[config.mk]
export PLATFORM = sky130hd
export DESIGN_NAME = count_rom_stage_flat
export DESIGN_NICKNAME = d
export VERILOG_FILES = /design/src/rtl/count_rom_pkg.sv /design/src/rtl/count_rom_stage_if.sv /design/src/rtl/count_rom_stage_sync_fifo.sv /design/src/rtl/count_rom_stage.sv /design/src/flat_wrapper.sv
export SDC_FILE = /design/constraint.sdc
export NUM_CORES = 1
export LEC_CHECK = 0
export CAP_MARGIN = 10
export CORE_MARGIN = 1
export CORE_UTILIZATION = 50
export DETAILED_ROUTE_END_ITERATION = 10
export GPL_TIMING_DRIVEN = 1
export PLACE_DENSITY = 0.75
export RECOVER_POWER = 100
export SETUP_SLACK_MARGIN = 0.4
export SLEW_MARGIN = 20
export SYNTH_ARGS = -nofsm -noshare
export SYNTH_HDL_FRONTEND = slang
export SYNTH_SLANG_ARGS = --single-unit
export TNS_END_PERCENT = 30
[constraint.sdc]
create_clock -name clk -period 3.75 [get_ports clk]
set_clock_uncertainty 0.05 [all_clocks]
set_input_delay 0.75 -clock clk [delete_from_list [all_inputs] [get_ports clk]]
set_output_delay 0.75 -clock clk [all_outputs]
set_load 0.02 [all_outputs]
[src/rtl/count_rom_pkg.sv]
// Shared types and constants for the count-to-ROM lookup stage.
package count_rom_pkg;

   localparam int ADDR_W     = 3;
   localparam int DW_DEFAULT = 8;

   typedef logic [DW_DEFAULT-1:0] rom_word_t;

   typedef struct packed {
      logic [ADDR_W-1:0] addr;
      rom_word_t         data;
   } entry_t;

   // Default contents: 3-to-8 one-hot decode.
   localparam rom_word_t ROM_TABLE [0:7] = '{
      8'h01, 8'h02, 8'h04, 8'h08, 8'h10, 8'h20, 8'h40, 8'h80
   };

   function automatic rom_word_t rom_lookup(input logic [ADDR_W-1:0] addr);
      return ROM_TABLE[addr];
   endfunction

endpackage

[src/rtl/count_rom_stage_if.sv]
// Counter-input and valid/ready output bundle of count_rom_stage.
interface count_rom_stage_if #(
   parameter int DW    = 8,
   parameter int DEPTH = 2
);
   import count_rom_pkg::*;

   logic [ADDR_W-1:0]       count;
   logic                    count_en;
   logic                    out_ready;
   logic                    clr_ovf;
   logic                    out_valid;
   logic [DW-1:0]           data_out;
   logic [ADDR_W-1:0]       addr_out;
   logic                    overflow;
   logic [$clog2(DEPTH):0]  level;

   modport master (
      output count, count_en, out_ready, clr_ovf,
      input  out_valid, data_out, addr_out, overflow, level
   );

   modport slave (
      input  count, count_en, out_ready, clr_ovf,
      output out_valid, data_out, addr_out, overflow, level
   );
endinterface

[src/rtl/count_rom_stage_sync_fifo.sv]
// Small show-ahead FIFO: the head entry sits in a register so that the
// consumer sees registered data with one cycle from push to valid.
module sync_fifo #(
   parameter int W     = 11,
   parameter int DEPTH = 2
) (
   input  logic                     clk,
   input  logic                     reset,
   input  logic                     push,
   input  logic                     pop,
   input  logic [W-1:0]             din,
   output logic [W-1:0]             dout,
   output logic                     valid,
   output logic                     full,
   output logic [$clog2(DEPTH):0]   level
);
   localparam int AW = $clog2(DEPTH);
   localparam int LW = AW + 1;

   logic [W-1:0]  mem_r [DEPTH];
   logic [AW-1:0] wr_ptr_r;
   logic [AW-1:0] rd_ptr_r;
   logic [LW-1:0] level_r;
   logic [W-1:0]  head_r;
   logic          valid_r;

   logic          wr_en_s;
   logic          rd_en_s;
   logic          full_s;
   logic [AW-1:0] rd_ptr_nxt_s;
   logic [LW-1:0] level_nxt_s;
   logic [W-1:0]  head_nxt_s;

   // Push/pop qualification, next occupancy and next head word.
   always_comb begin
      full_s       = (level_r == LW'(DEPTH));
      rd_en_s      = pop & valid_r;
      wr_en_s      = push & (~full_s | rd_en_s);
      rd_ptr_nxt_s = rd_en_s ? (rd_ptr_r + AW'(1)) : rd_ptr_r;
      case ({wr_en_s, rd_en_s})
         2'b10:   level_nxt_s = level_r + LW'(1);
         2'b01:   level_nxt_s = level_r - LW'(1);
         default: level_nxt_s = level_r;
      endcase
      // A word written this edge into the next head slot bypasses the array.
      if (level_nxt_s == LW'(0)) begin
         head_nxt_s = head_r;
      end else if (wr_en_s && (wr_ptr_r == rd_ptr_nxt_s)) begin
         head_nxt_s = din;
      end else begin
         head_nxt_s = mem_r[rd_ptr_nxt_s];
      end
   end

   // Storage, pointers, occupancy and registered head.
   always_ff @(posedge clk) begin
      if (!reset) begin
         for (int i = 0; i < DEPTH; i++) begin
            mem_r[i] <= {W{1'b0}};
         end
         wr_ptr_r <= {AW{1'b0}};
         rd_ptr_r <= {AW{1'b0}};
         level_r  <= {LW{1'b0}};
         head_r   <= {W{1'b0}};
         valid_r  <= 1'b0;
      end else begin
         if (wr_en_s) begin
            mem_r[wr_ptr_r] <= din;
            wr_ptr_r        <= wr_ptr_r + AW'(1);
         end
         rd_ptr_r <= rd_ptr_nxt_s;
         level_r  <= level_nxt_s;
         head_r   <= head_nxt_s;
         valid_r  <= (level_nxt_s != LW'(0));
      end
   end

   assign dout  = head_r;
   assign valid = valid_r;
   assign full  = full_s;
   assign level = level_r;

endmodule

[src/rtl/count_rom_stage.sv]
// Turns every change of the counter value into one queued ROM word on a
// valid/ready port; events that find the queue full are dropped and flagged.
module count_rom_stage
   import count_rom_pkg::*;
#(
   parameter int DEPTH = 2,
   parameter int DW    = 8
) (
   input  logic               clk,
   input  logic               reset,
   count_rom_stage_if.slave   bus
);
   localparam int W = ADDR_W + DW;

   logic [ADDR_W-1:0] prev_r;
   logic              primed_r;
   logic              ovf_r;

   logic              evt_s;
   logic              drop_s;
   logic              full_s;
   logic              valid_s;
   logic [W-1:0]      entry_s;
   logic [W-1:0]      head_s;

   // Change detection; the first enabled sample after reset always counts.
   always_comb begin
      evt_s  = 1'b0;
      drop_s = 1'b0;
      if (bus.count_en) begin
         evt_s = ~primed_r | (bus.count != prev_r);
      end else begin
         evt_s = 1'b0;
      end
      // A pop on the same edge frees the slot, so only a non-popping full queue drops.
      drop_s  = evt_s & full_s & ~(valid_s & bus.out_ready);
      entry_s = {bus.count, DW'(rom_lookup(bus.count))};
   end

   // Last sampled count; held while sampling is disabled.
   always_ff @(posedge clk) begin
      if (!reset) begin
         prev_r   <= {ADDR_W{1'b0}};
         primed_r <= 1'b0;
      end else if (bus.count_en) begin
         prev_r   <= bus.count;
         primed_r <= 1'b1;
      end else begin
         prev_r   <= prev_r;
         primed_r <= primed_r;
      end
   end

   // Sticky overflow; a new drop wins over a simultaneous clear.
   always_ff @(posedge clk) begin
      if (!reset) begin
         ovf_r <= 1'b0;
      end else if (drop_s) begin
         ovf_r <= 1'b1;
      end else if (bus.clr_ovf) begin
         ovf_r <= 1'b0;
      end else begin
         ovf_r <= ovf_r;
      end
   end

   sync_fifo #(
      .W     (W),
      .DEPTH (DEPTH)
   ) u_fifo (
      .clk   (clk),
      .reset (reset),
      .push  (evt_s),
      .pop   (bus.out_ready),
      .din   (entry_s),
      .dout  (head_s),
      .valid (valid_s),
      .full  (full_s),
      .level (bus.level)
   );

   assign bus.out_valid = valid_s;
   assign bus.data_out  = head_s[DW-1:0];
   assign bus.addr_out  = head_s[W-1:DW];
   assign bus.overflow  = ovf_r;

endmodule
[src/flat_wrapper.sv]
// flat-port wrapper written by rule: the top's interface ports become plain ports
module count_rom_stage_flat import count_rom_pkg::*;
#(
   parameter int DEPTH = 2,
   parameter int DW    = 8
)
  (clk, reset, bus_count, bus_count_en, bus_out_ready, bus_clr_ovf, bus_out_valid, bus_data_out, bus_addr_out, bus_overflow, bus_level);
  count_rom_stage_if #(.DW(DW), .DEPTH(DEPTH)) bus_i ();
  input  logic clk;
  input  logic reset;
  input wire logic [$bits(bus_i.count)-1:0] bus_count;
  input wire logic [$bits(bus_i.count_en)-1:0] bus_count_en;
  input wire logic [$bits(bus_i.out_ready)-1:0] bus_out_ready;
  input wire logic [$bits(bus_i.clr_ovf)-1:0] bus_clr_ovf;
  output wire logic [$bits(bus_i.out_valid)-1:0] bus_out_valid;
  output wire logic [$bits(bus_i.data_out)-1:0] bus_data_out;
  output wire logic [$bits(bus_i.addr_out)-1:0] bus_addr_out;
  output wire logic [$bits(bus_i.overflow)-1:0] bus_overflow;
  output wire logic [$bits(bus_i.level)-1:0] bus_level;
  assign bus_i.count = bus_count;
  assign bus_i.count_en = bus_count_en;
  assign bus_i.out_ready = bus_out_ready;
  assign bus_i.clr_ovf = bus_clr_ovf;
  assign bus_out_valid = bus_i.out_valid;
  assign bus_data_out = bus_i.data_out;
  assign bus_addr_out = bus_i.addr_out;
  assign bus_overflow = bus_i.overflow;
  assign bus_level = bus_i.level;
  count_rom_stage #(.DEPTH(DEPTH), .DW(DW)) u_core (.clk(clk), .reset(reset), .bus(bus_i));
endmodule
==> results.md <==
- Slowest-stage cell, CP: dlygate4sd3_1
- Critical Setup Path Class: in -> reg
- Die height: 66.34 µm
- Crit-path max FO: 12
- Routed WL: 3.470 mm
- Iter 0 DRT Violations: 38
- # clock sinks: 43
- Port Buffers: 22
- Inserted Diodes: 0
- Initial antenna violation count: 0
- Min Clock Period, post-route: 3.101 ns
- Clock transition at path regs: 0.08 ns
- CTS tree: done
- Largest net degree at the start of global routing: 17
- DRT Pass-1 Iters: 4
- Rows: 23
- Wirelength per Cell: 14.52 µm
- LEAKAGE: 0.9639 nW
- Fill cell count: 326
- Layout Nets: 196
- Dpl hpwl: 2.495 mm
- Slew @ Worst Pin: 0.6143 ns
- Die area: 4400 µm²
- Reg2reg start: u_core.u_fifo.valid
- RSZ-0062 raised after global routing: no
- Max Transition Viols Final: 0
- Pwr dens: 505.8 nW/µm²
- Yosys reg bits: 43
- Synth-to-layout area growth: 11.73%
- Hold_buf cts: 0
- Startpoint types: input port
- Final Wtd Congestion: 0.7997
- Critical Path End Type: flip-flop
- Reg2Reg Capture Point: u_core.u_fifo.mem_r[1][1]
- Ys flop type: edfxtp_1
- Most common cell after layout, fill and taps aside: mux2i_1
- Reg2Reg Setup Slack: 1.35 ns
- Share of cells above drive strength 1: 8.466%
- Final ANT Viol Nets: 0
- Final Hold Fails: 0
- First-pass GRT wire length: 5.871 mm
- Commonest cells after routing, fill and taps aside: mux2i_1, nor2_1, edfxtp_1, dfxtp_1, dlygate4sd3_1
- Grt total ovfl: 0
- TNS Setup: 0 ns
- Count of final setup violators: 0
- Syn Nets: 179
- Worst path most repeated cell: nand2_1
- Number of remaining DRC errors: 0
- Worst path depth: 6
- Crit path to: u_core.u_fifo.mem_r[1][1]
- Clock Path Buffers: 2
- H-tree depth: 2
- Vias in the first global route: 1220
- Critical path origin: bus_count[1]
- Syn. warnings: 0
- Post-Synthesis Cells: 171
- Bufs and invs on worst path: 1
- Total power: 0.001169 W
- Tcrit/Tclk final: 82.70%
- Worst vdd ir: 0.2476 mV
- Run status: finished clean
- Critical path's largest stage delay: 0.65 ns
- Vias: 1269
- Initial core utilization: 51.74%
- Number of setup buffers added after CTS: 0
- Asr flop ratio synth: 0%
- CP top delay family: simple AND/OR/NAND/NOR gates
- Worst-skew pair later-pin latency: 0.30 ns
- Rel. slew slack: 59.02%
- Netlist cell types: 38
- Die X: 66.34 µm
- CTS Buf Count: 5
- Clk root buf: clkbuf_8
- CP Data Required Time: 3.64 ns
- Synthesized area per cell: 12.10 µm²
- DR vias/cell: 5.310
- Core area: 4000 µm²
- Post-synth EDFFs: 22
- Max-cap violations: 0
- Post-synthesis instance area: 2069 µm²
- Fmax: 322.4 MHz
- Worst path arrival time: 2.99 ns
- Worst-case reg-to-reg path depth: 5
- CP cell instances: dlygate4sd3_1, xor2_1, o41ai_4, nor3b_1, nand2_1, nand2_1
- Post-CTS resize count: 0
- Sequential area share after synthesis: 52.24%
- Gr usage total: 18.62%
- HP Class: reg -> reg
- # IOs: 23
[flip-flops by register name (all words and copies together) (netlist names)]
name and count:
u_core.u_fifo.level 2, u_core.bus.overflow 1, u_core.u_fifo.dout 11, u_core.u_fifo.rd_ptr_r 1, u_core.primed_r 1, u_core.u_fifo.mem_r 22
u_core.prev_r 3, u_core.u_fifo.valid 1, u_core.u_fifo.wr_ptr_r 1
[report_power, final]
group	internal, W	switching [W]
clock network	0.000198	0.000164
logic	0.000112	0.000128
registers	0.000541	0.0000258
total	0.000851	0.000318
[worst register-to-register path: cells and delay by family, from the launching register on]
family           cells  cell delay, ns
flip-flops           1            0.35
AND/OR/NAND/NOR      5            1.65
[logic make-up (layout without fill, tap and decap cells)]
family                 after synthesis  count (layout)  synth area share [%]
AND/OR/NAND/NOR                     55              55                 13.42
flip-flops                          43              43                 52.24
multiplexers                        28              28                 13.54
AO/OA/AOI/OAI                       21              21                 8.888
buffers and inverters               19              37                 8.343
XOR/XNOR                             5               5                 3.567
[worst min path at each step]
| stage | slack [ns] | to | cells past startpoint | startpoint |
|---|---|---|---|---|
| 2_1_floorplan | 0.38 | u_core.primed_r | 1 | u_core.primed_r |
| 3_3_place_gp | 0.39 | u_core.primed_r | 1 | u_core.primed_r |
| 3_5_place_dp | 0.40 | u_core.primed_r | 1 | u_core.primed_r |
| 4_1_cts | 0.42 | u_core.primed_r | 1 | u_core.primed_r |
| 5_1_grt | 0.44 | u_core.primed_r | 1 | u_core.primed_r |
| 6_report | 0.42 | u_core.u_fifo.dout[7] | 1 | u_core.u_fifo.dout[7] |
[through the flow]
step           util (%)  cells  instance area, µm²  worst slack (ns)  hold WS, ns
3_5_place_dp      55.24    231                2210            0.4499       0.4049
4_1_cts           58.05    239                2322            0.7648       0.4241
6_report          57.80    239                2312            0.6487       0.4210
2_1_floorplan         -    171                2069             1.245       0.3776
3_3_place_gp      55.24    231                2210            0.5682       0.3927
5_1_grt           57.80    239                2312            0.4596       0.4415
[synth_stat cells, drive strengths merged (3+ instances only)]
cell type,count,share of area [%]
nand3,7,1.7
dfxtp,21,20
edfxtp,22,32
nand2,7,1.3
xor2,3,2.0
clkbuf,5,2.4
a22o,11,4.7
and2,4,1.4
buf,7,3.3
nor2,24,4.4
nor2b,4,1.2
inv,6,1.1
mux2i,28,14
[metal layers]
layer | track usage (%) | wire length (µm) | vias up
met5 | 0 | 0 | -
met4 | 8.511 | 66 | 0
met3 | 5.172 | 144 | 7
met2 | 27.04 | 1531 | 24
met1 | 25.55 | 1728 | 602
li1 | - | - | 636
[cell type report]
class / instances / area [µm²] / area share [%]
clock buffers: 5 / 68.82 / 2.976
clock inverters: 3 / 43.79 / 1.894
inverters: 6 / 22.52 / 0.9740
multi-input cells: 109 / 805.8 / 34.85
flip-flops and latches: 43 / 1081 / 46.75
well taps: 50 / 62.56 / 2.706
repair buffers: 23 / 227.7 / 9.848
(Power assumes the default switching activity.)
